===== src/rtl/mem_stage_pkg.sv =====
// Shared encodings, widths and state type for the memory-stage controller.
package mem_stage_pkg;
  localparam int WORD_W = 32;
  localparam int REG_W  = 5;

  localparam logic [1:0] MEM_NONE    = 2'b00;
  localparam logic [1:0] MEM_STORE   = 2'b01;
  localparam logic [1:0] MEM_LOAD    = 2'b10;
  localparam logic [1:0] MEM_ILLEGAL = 2'b11;

  typedef enum logic [1:0] {IDLE, BUSY, DONE} state_t;

  function automatic logic is_access(input logic [1:0] cmd);
    return (cmd == MEM_STORE) || (cmd == MEM_LOAD);
  endfunction
endpackage


===== src/rtl/mem_stage_ctrl_timer.sv =====
// Wait counter for an outstanding data-memory access; flags the cycle the
// count reaches MAX_WAIT.
module mem_wait_timer #(
  parameter int MAX_WAIT = 16
) (
  input  logic clk_i,
  input  logic rst_i,
  input  logic clr,
  input  logic en,
  output logic terminal
);
  logic [7:0] count_reg;

  always_ff @(posedge clk_i or negedge rst_i) begin
    if (!rst_i) begin
      count_reg <= '0;
    end else if (clr) begin
      count_reg <= '0;
    end else if (en) begin
      count_reg <= count_reg + 8'd1;
    end
  end

  // High during the enabled cycle whose increment brings the count to MAX_WAIT.
  assign terminal = en && (count_reg == 8'(MAX_WAIT - 1));
endmodule


===== src/rtl/mem_stage_ctrl.sv =====
// MEM stage: performs loads/stores over a req/ack handshake, stalls the
// pipeline while the access is outstanding, and drives the MEM/WB register.
module mem_stage_ctrl
  import mem_stage_pkg::*;
#(
  parameter int MAX_WAIT = 16
) (
  input  logic              clk_i,
  input  logic              rst_i,
  input  logic [WORD_W-1:0] Memaddr_i,
  input  logic [WORD_W-1:0] Memdata_i,
  input  logic [1:0]        Mem_i,
  input  logic              WB_i,
  input  logic [REG_W-1:0]  rd_addr_i,
  input  logic [WORD_W-1:0] ALUres_i,
  output logic              stall_o,
  output logic              err_o,
  output logic              mem_req_o,
  output logic              mem_we_o,
  output logic [WORD_W-1:0] mem_addr_o,
  output logic [WORD_W-1:0] mem_wdata_o,
  input  logic              mem_ack_i,
  input  logic [WORD_W-1:0] mem_rdata_i,
  output logic              WB_o,
  output logic [REG_W-1:0]  rd_addr_o,
  output logic [WORD_W-1:0] wbdata_o
);
  state_t            state_reg;
  logic              is_load_reg;
  logic [WORD_W-1:0] rdata_reg;
  logic              aligned;
  logic              start_access;
  logic              timeout;

  assign aligned      = (Memaddr_i[1:0] == 2'b00);
  assign start_access = is_access(Mem_i) && aligned;

  // Gated by reset so an aborted access releases the pipeline immediately.
  assign stall_o = rst_i &&
                   (((state_reg == IDLE) && start_access) || (state_reg == BUSY));

  mem_wait_timer #(.MAX_WAIT(MAX_WAIT)) u_timer (
    .clk_i    (clk_i),
    .rst_i    (rst_i),
    .clr      (state_reg != BUSY),
    .en       (state_reg == BUSY),
    .terminal (timeout)
  );

  always_ff @(posedge clk_i or negedge rst_i) begin
    if (!rst_i) begin
      state_reg   <= IDLE;
      is_load_reg <= 1'b0;
      rdata_reg   <= '0;
      err_o       <= 1'b0;
      mem_req_o   <= 1'b0;
      mem_we_o    <= 1'b0;
      mem_addr_o  <= '0;
      mem_wdata_o <= '0;
      WB_o        <= 1'b0;
      rd_addr_o   <= '0;
      wbdata_o    <= '0;
    end else begin
      case (state_reg)
        IDLE: begin
          if (Mem_i == MEM_NONE) begin
            WB_o      <= WB_i;
            rd_addr_o <= rd_addr_i;
            wbdata_o  <= ALUres_i;
          end else begin
            WB_o      <= 1'b0;
            rd_addr_o <= '0;
            wbdata_o  <= '0;
            if (start_access) begin
              state_reg   <= BUSY;
              mem_req_o   <= 1'b1;
              mem_we_o    <= (Mem_i == MEM_STORE);
              mem_addr_o  <= Memaddr_i;
              mem_wdata_o <= Memdata_i;
              is_load_reg <= (Mem_i == MEM_LOAD);
            end else begin
              err_o <= 1'b1;
            end
          end
        end
        BUSY: begin
          WB_o      <= 1'b0;
          rd_addr_o <= '0;
          wbdata_o  <= '0;
          // An ack coinciding with the terminal count still completes cleanly.
          if (mem_ack_i) begin
            mem_req_o <= 1'b0;
            rdata_reg <= is_load_reg ? mem_rdata_i : '0;
            state_reg <= DONE;
          end else if (timeout) begin
            err_o     <= 1'b1;
            mem_req_o <= 1'b0;
            rdata_reg <= '0;
            state_reg <= DONE;
          end
        end
        DONE: begin
          WB_o      <= WB_i;
          rd_addr_o <= rd_addr_i;
          wbdata_o  <= is_load_reg ? rdata_reg : ALUres_i;
          state_reg <= IDLE;
        end
        default: state_reg <= IDLE;
      endcase
    end
  end
endmodule

===== config.mk =====
export PLATFORM = sky130hd
export DESIGN_NAME = mem_stage_ctrl
export DESIGN_NICKNAME = d
export VERILOG_FILES = /design/src/rtl/mem_stage_pkg.sv /design/src/rtl/mem_stage_ctrl_timer.sv /design/src/rtl/mem_stage_ctrl.sv
export SDC_FILE = /design/constraint.sdc
export NUM_CORES = 1
export LEC_CHECK = 0
export ABC_AREA = 1
export CAP_MARGIN = 20
export CORE_ASPECT_RATIO = 0.5
export CORE_MARGIN = 2
export CORE_UTILIZATION = 30
export CTS_CLUSTER_SIZE = 14
export DETAILED_ROUTE_END_ITERATION = 8
export HOLD_SLACK_MARGIN = 0.02
export PLACE_DENSITY = 0.66
export SKIP_CTS_REPAIR_TIMING = 1
export SLEW_MARGIN = 10
export SYNTH_ARGS = -nofsm -noshare
export SYNTH_HDL_FRONTEND = slang
export SYNTH_SLANG_ARGS = --single-unit

===== constraint.sdc =====
create_clock -name clk_i -period 1.7 [get_ports clk_i]
set_clock_uncertainty 0.1 [all_clocks]
set_input_delay 0.34 -clock clk_i [delete_from_list [all_inputs] [get_ports clk_i]]
set_output_delay 0.34 -clock clk_i [all_outputs]
set_load 0.02 [all_outputs]

==> results.sh, run 1 <==
export IMPL_routed_wl_mm=23.3
export IMPL_antenna_found_initial=0
export IMPL_nFillCells=1860
export IMPL_syn2layout_area_growth_pct=72.1
export IMPL_yosysSeqAreaShare_pct=57.2
export IMPL_busiest_layer="met2"
export IMPL_cts_path_max_buffers=2
export IMPL_initial_core_util_pct=31.0
export IMPL_drv_cap=0
export IMPL_place_area_mm2=0.00937
export IMPL_htreeDepth=4
export IMPL_drt_iter0_markers=448
export IMPL_reg2reg_slack_ns=-0.12
export IMPL_max_slew_margin_pct=47.1
export IMPL_detail_route_antenna_nets=0
export IMPL_cts_tree="built"
export IMPL_vias=6377
export IMPL_p_per_area_mw_per_mm2=1540
export IMPL_finalSetupTns_ns=-5.46
export IMPL_drt_wirelength_per_cell_um=17.3
export IMPL_drv_slew=0
export IMPL_grt_pass1_wl_mm=31.8
export IMPL_finalHoldViolCount=46
export IMPL_grt_use_met2_pct=31.1
export IMPL_yosys_register_bits=148
export IMPL_syn_area_per_cell_um2=8.35
export IMPL_io_buffers=244
export IMPL_worst_pin_slew_ns=0.794
export IMPL_max_freq_ghz=0.535
export IMPL_dp_hpwl_mm=14.0
export IMPL_layout_min_cycle_time_ns=1.87
export IMPL_design_die_area_mm2=0.0229
export IMPL_fp_coreArea_mm2=0.0209
export IMPL_p_total_w=0.0172
export IMPL_worst_hold_path_type="in -> async"
export IMPL_start_kind="register"
export IMPL_r2r_end="rdata_reg[24]"
export IMPL_final_layout_size_suffix_gt1_share_pct=17.8
export IMPL_io_pins=245
export IMPL_cp_slowest_stage_delay_ns=0.39
export IMPL_dp_slack_ns=-0.923
export IMPL_antennaDiodeCount=0
export IMPL_setup_viol=91
export IMPL_crit_type="reg -> out"
export IMPL_syn_area_mm2=0.00648
export IMPL_nets=1190
export IMPL_cts_root_buf="clkbuf_16"
export IMPL_clk_latency_ns=0.42
export IMPL_whs_ns=-0.0298
export IMPL_final_area_mm2=0.0111
export IMPL_routed_via_density=4.74
export IMPL_grtUsageTotal_pct=17.8
export IMPL_synth_nets=923
export IMPL_synth_cells=776
export IMPL_fp_row_count=37
export IMPL_r2r_start="state_reg[0]"
export IMPL_worstPathCellList="inv_2 > ha_4 > nand2_4 > a21boi_2 > buf_4"
export IMPL_crit_start="state_reg[0]"
export IMPL_status="finished with violations"
export IMPL_post_route_period_util_pct=110
export IMPL_ys_warn_count=0
export IMPL_die_h_um=108
export IMPL_violations="negative hold slack, negative setup slack"
export IMPL_cts_sinks=148
export IMPL_grt_setup_unrepaired="true"
export IMPL_cts_clk_slew_worst_paths_ns=0.06
export IMPL_drtPass1Iterations=5
export IMPL_grt_pass1_vias=6187
export IMPL_overflow=0
export IMPL_end_kind="output pin"
export IMPL_crit_arrival_ns=1.43
export IMPL_cp_required_ns=1.26
export IMPL_die_w_um=212
export IMPL_cts_buffers=17
export IMPL_leakagePower_nw=6.45
export IMPL_final_setup_worst_slack_ns=-0.169
export IMPL_rr_worst_depth=8
export IMPL_cp_max_fo=4
export IMPL_met1_usage_pct=22.1
export IMPL_drc=0
export IMPL_globalplace_congestion=0.781
export IMPL_ys_types=23
export IMPL_grt_max_degree=149
export IMPL_slowest_stage="dfrtp_1"
export IMPL_peakVddDrop_uv=728
export IMPL_grtUsageMet3_pct=3.18
-- how the worst max path moves through the flow --
stage	end
final	stall_o
after global routing	stall_o
after CTS	stall_o
after detailed placement	stall_o
after global placement	stall_o
after floorplan	mem_addr_o[10]
-- where the power goes --
group | switching (W) | internal [W]
registers | 0.000799 | 0.00478
clock network | 0.00147 | 0.00266
logic | 0.00416 | 0.00335
total | 0.00642 | 0.0108
-- logic make-up (layout without fill, tap and decap cells) --
| group | after synthesis | in the layout | synth area share [%] |
|---|---|---|---|
| flops | 148 | 148 | 57.2 |
| xor+xnor | 1 | 1 | 0.135 |
| fa+ha+maj | 8 | 8 | 1.54 |
| simple gates | 409 | 409 | 24.9 |
| compound gates | 142 | 142 | 11.0 |
| buf+inv | 68 | 346 | 5.23 |
-- layer usage --
| layer | part of all wire (%) | routed length (um) | vias up |
|---|---|---|---|
| met5 | 0 | 0 | - |
| met4 | 2.8 | 655 | 0 |
| met3 | 3.3 | 780 | 46 |
| met2 | 50 | 11600 | 182 |
| met1 | 44 | 10300 | 3117 |
| li1 | - | - | 3032 |
-- placed cells by master (no fill, tap or decap), types with 2 or more instances in the layout --
cell type        count
bufinv_16            5
inv_2                5
nand3_1             43
clkbuf_8             2
dlymetal6s2s_1     107
inv_1               13
nand2_1            166
clkbuf_16           30
buf_12              14
nand2_4             21
buf_4               19
ha_4                 2
nand2_2             68
nor2_1             104
o21ai_1             10
a21oi_1             68
o21ai_0             62
buf_8                3
dfrtp_1            147
clkdlybuf4s50_1    135
ha_1                 5
nand4_1              2
buf_6                6
nor2_2               2
clkinv_2             4
-- cell usage after synthesis (all sizes together) --
master / instances / area share, %
nor3: 1 / 0.077
a21oi: 68 / 5.3
nand3: 43 / 3.3
nor3b: 1 / 0.19
dfrtp: 148 / 57
xnor2: 1 / 0.14
ha: 8 / 1.5
clkbuf: 16 / 0.93
buf: 33 / 3.2
inv: 19 / 1.1
nor2: 107 / 6.4
a31oi: 1 / 0.097
a21boi: 1 / 0.12
o21ai: 72 / 5.6
nand2: 255 / 15
nand4: 2 / 0.19
-- worst max-delay path: cells and delay by family (launching register included) --
| kind | cells | cell delay [ns] |
|---|---|---|
| buf+inv | 2 | 0.23 |
| simple gates | 1 | 0.06 |
| compound gates | 1 | 0.14 |
| flops | 1 | 0.39 |
| fa+ha+maj | 1 | 0.18 |
-- area by class of cell --
class                   instances  area, um2  area share, %
repair buffers                297       3550           31.8
clock buffers                  20        457           4.10
flip-flops and latches        148       3700           33.2
well taps                     292        365           3.28
inverters                      19       87.6          0.786
multi-input cells             560       2810           25.2
clock inverters                10        179           1.60
-- per-stage QoR --
stage,std cells,utilization (%)
3_3_place_gp,1292,44.9
3_5_place_dp,1292,44.9
6_report,1346,53.4
5_1_grt,1346,53.4
2_1_floorplan,776,-
4_1_cts,1322,47.9
No activity file was read; power rests on OpenSTA's default activity.
==> run 2: changes to the inputs <==
HOLD_SLACK_MARGIN = default   (was 0.02)
==> results of run 2 <==
The final DEF is identical to that of run 1; final timing and power are the same.
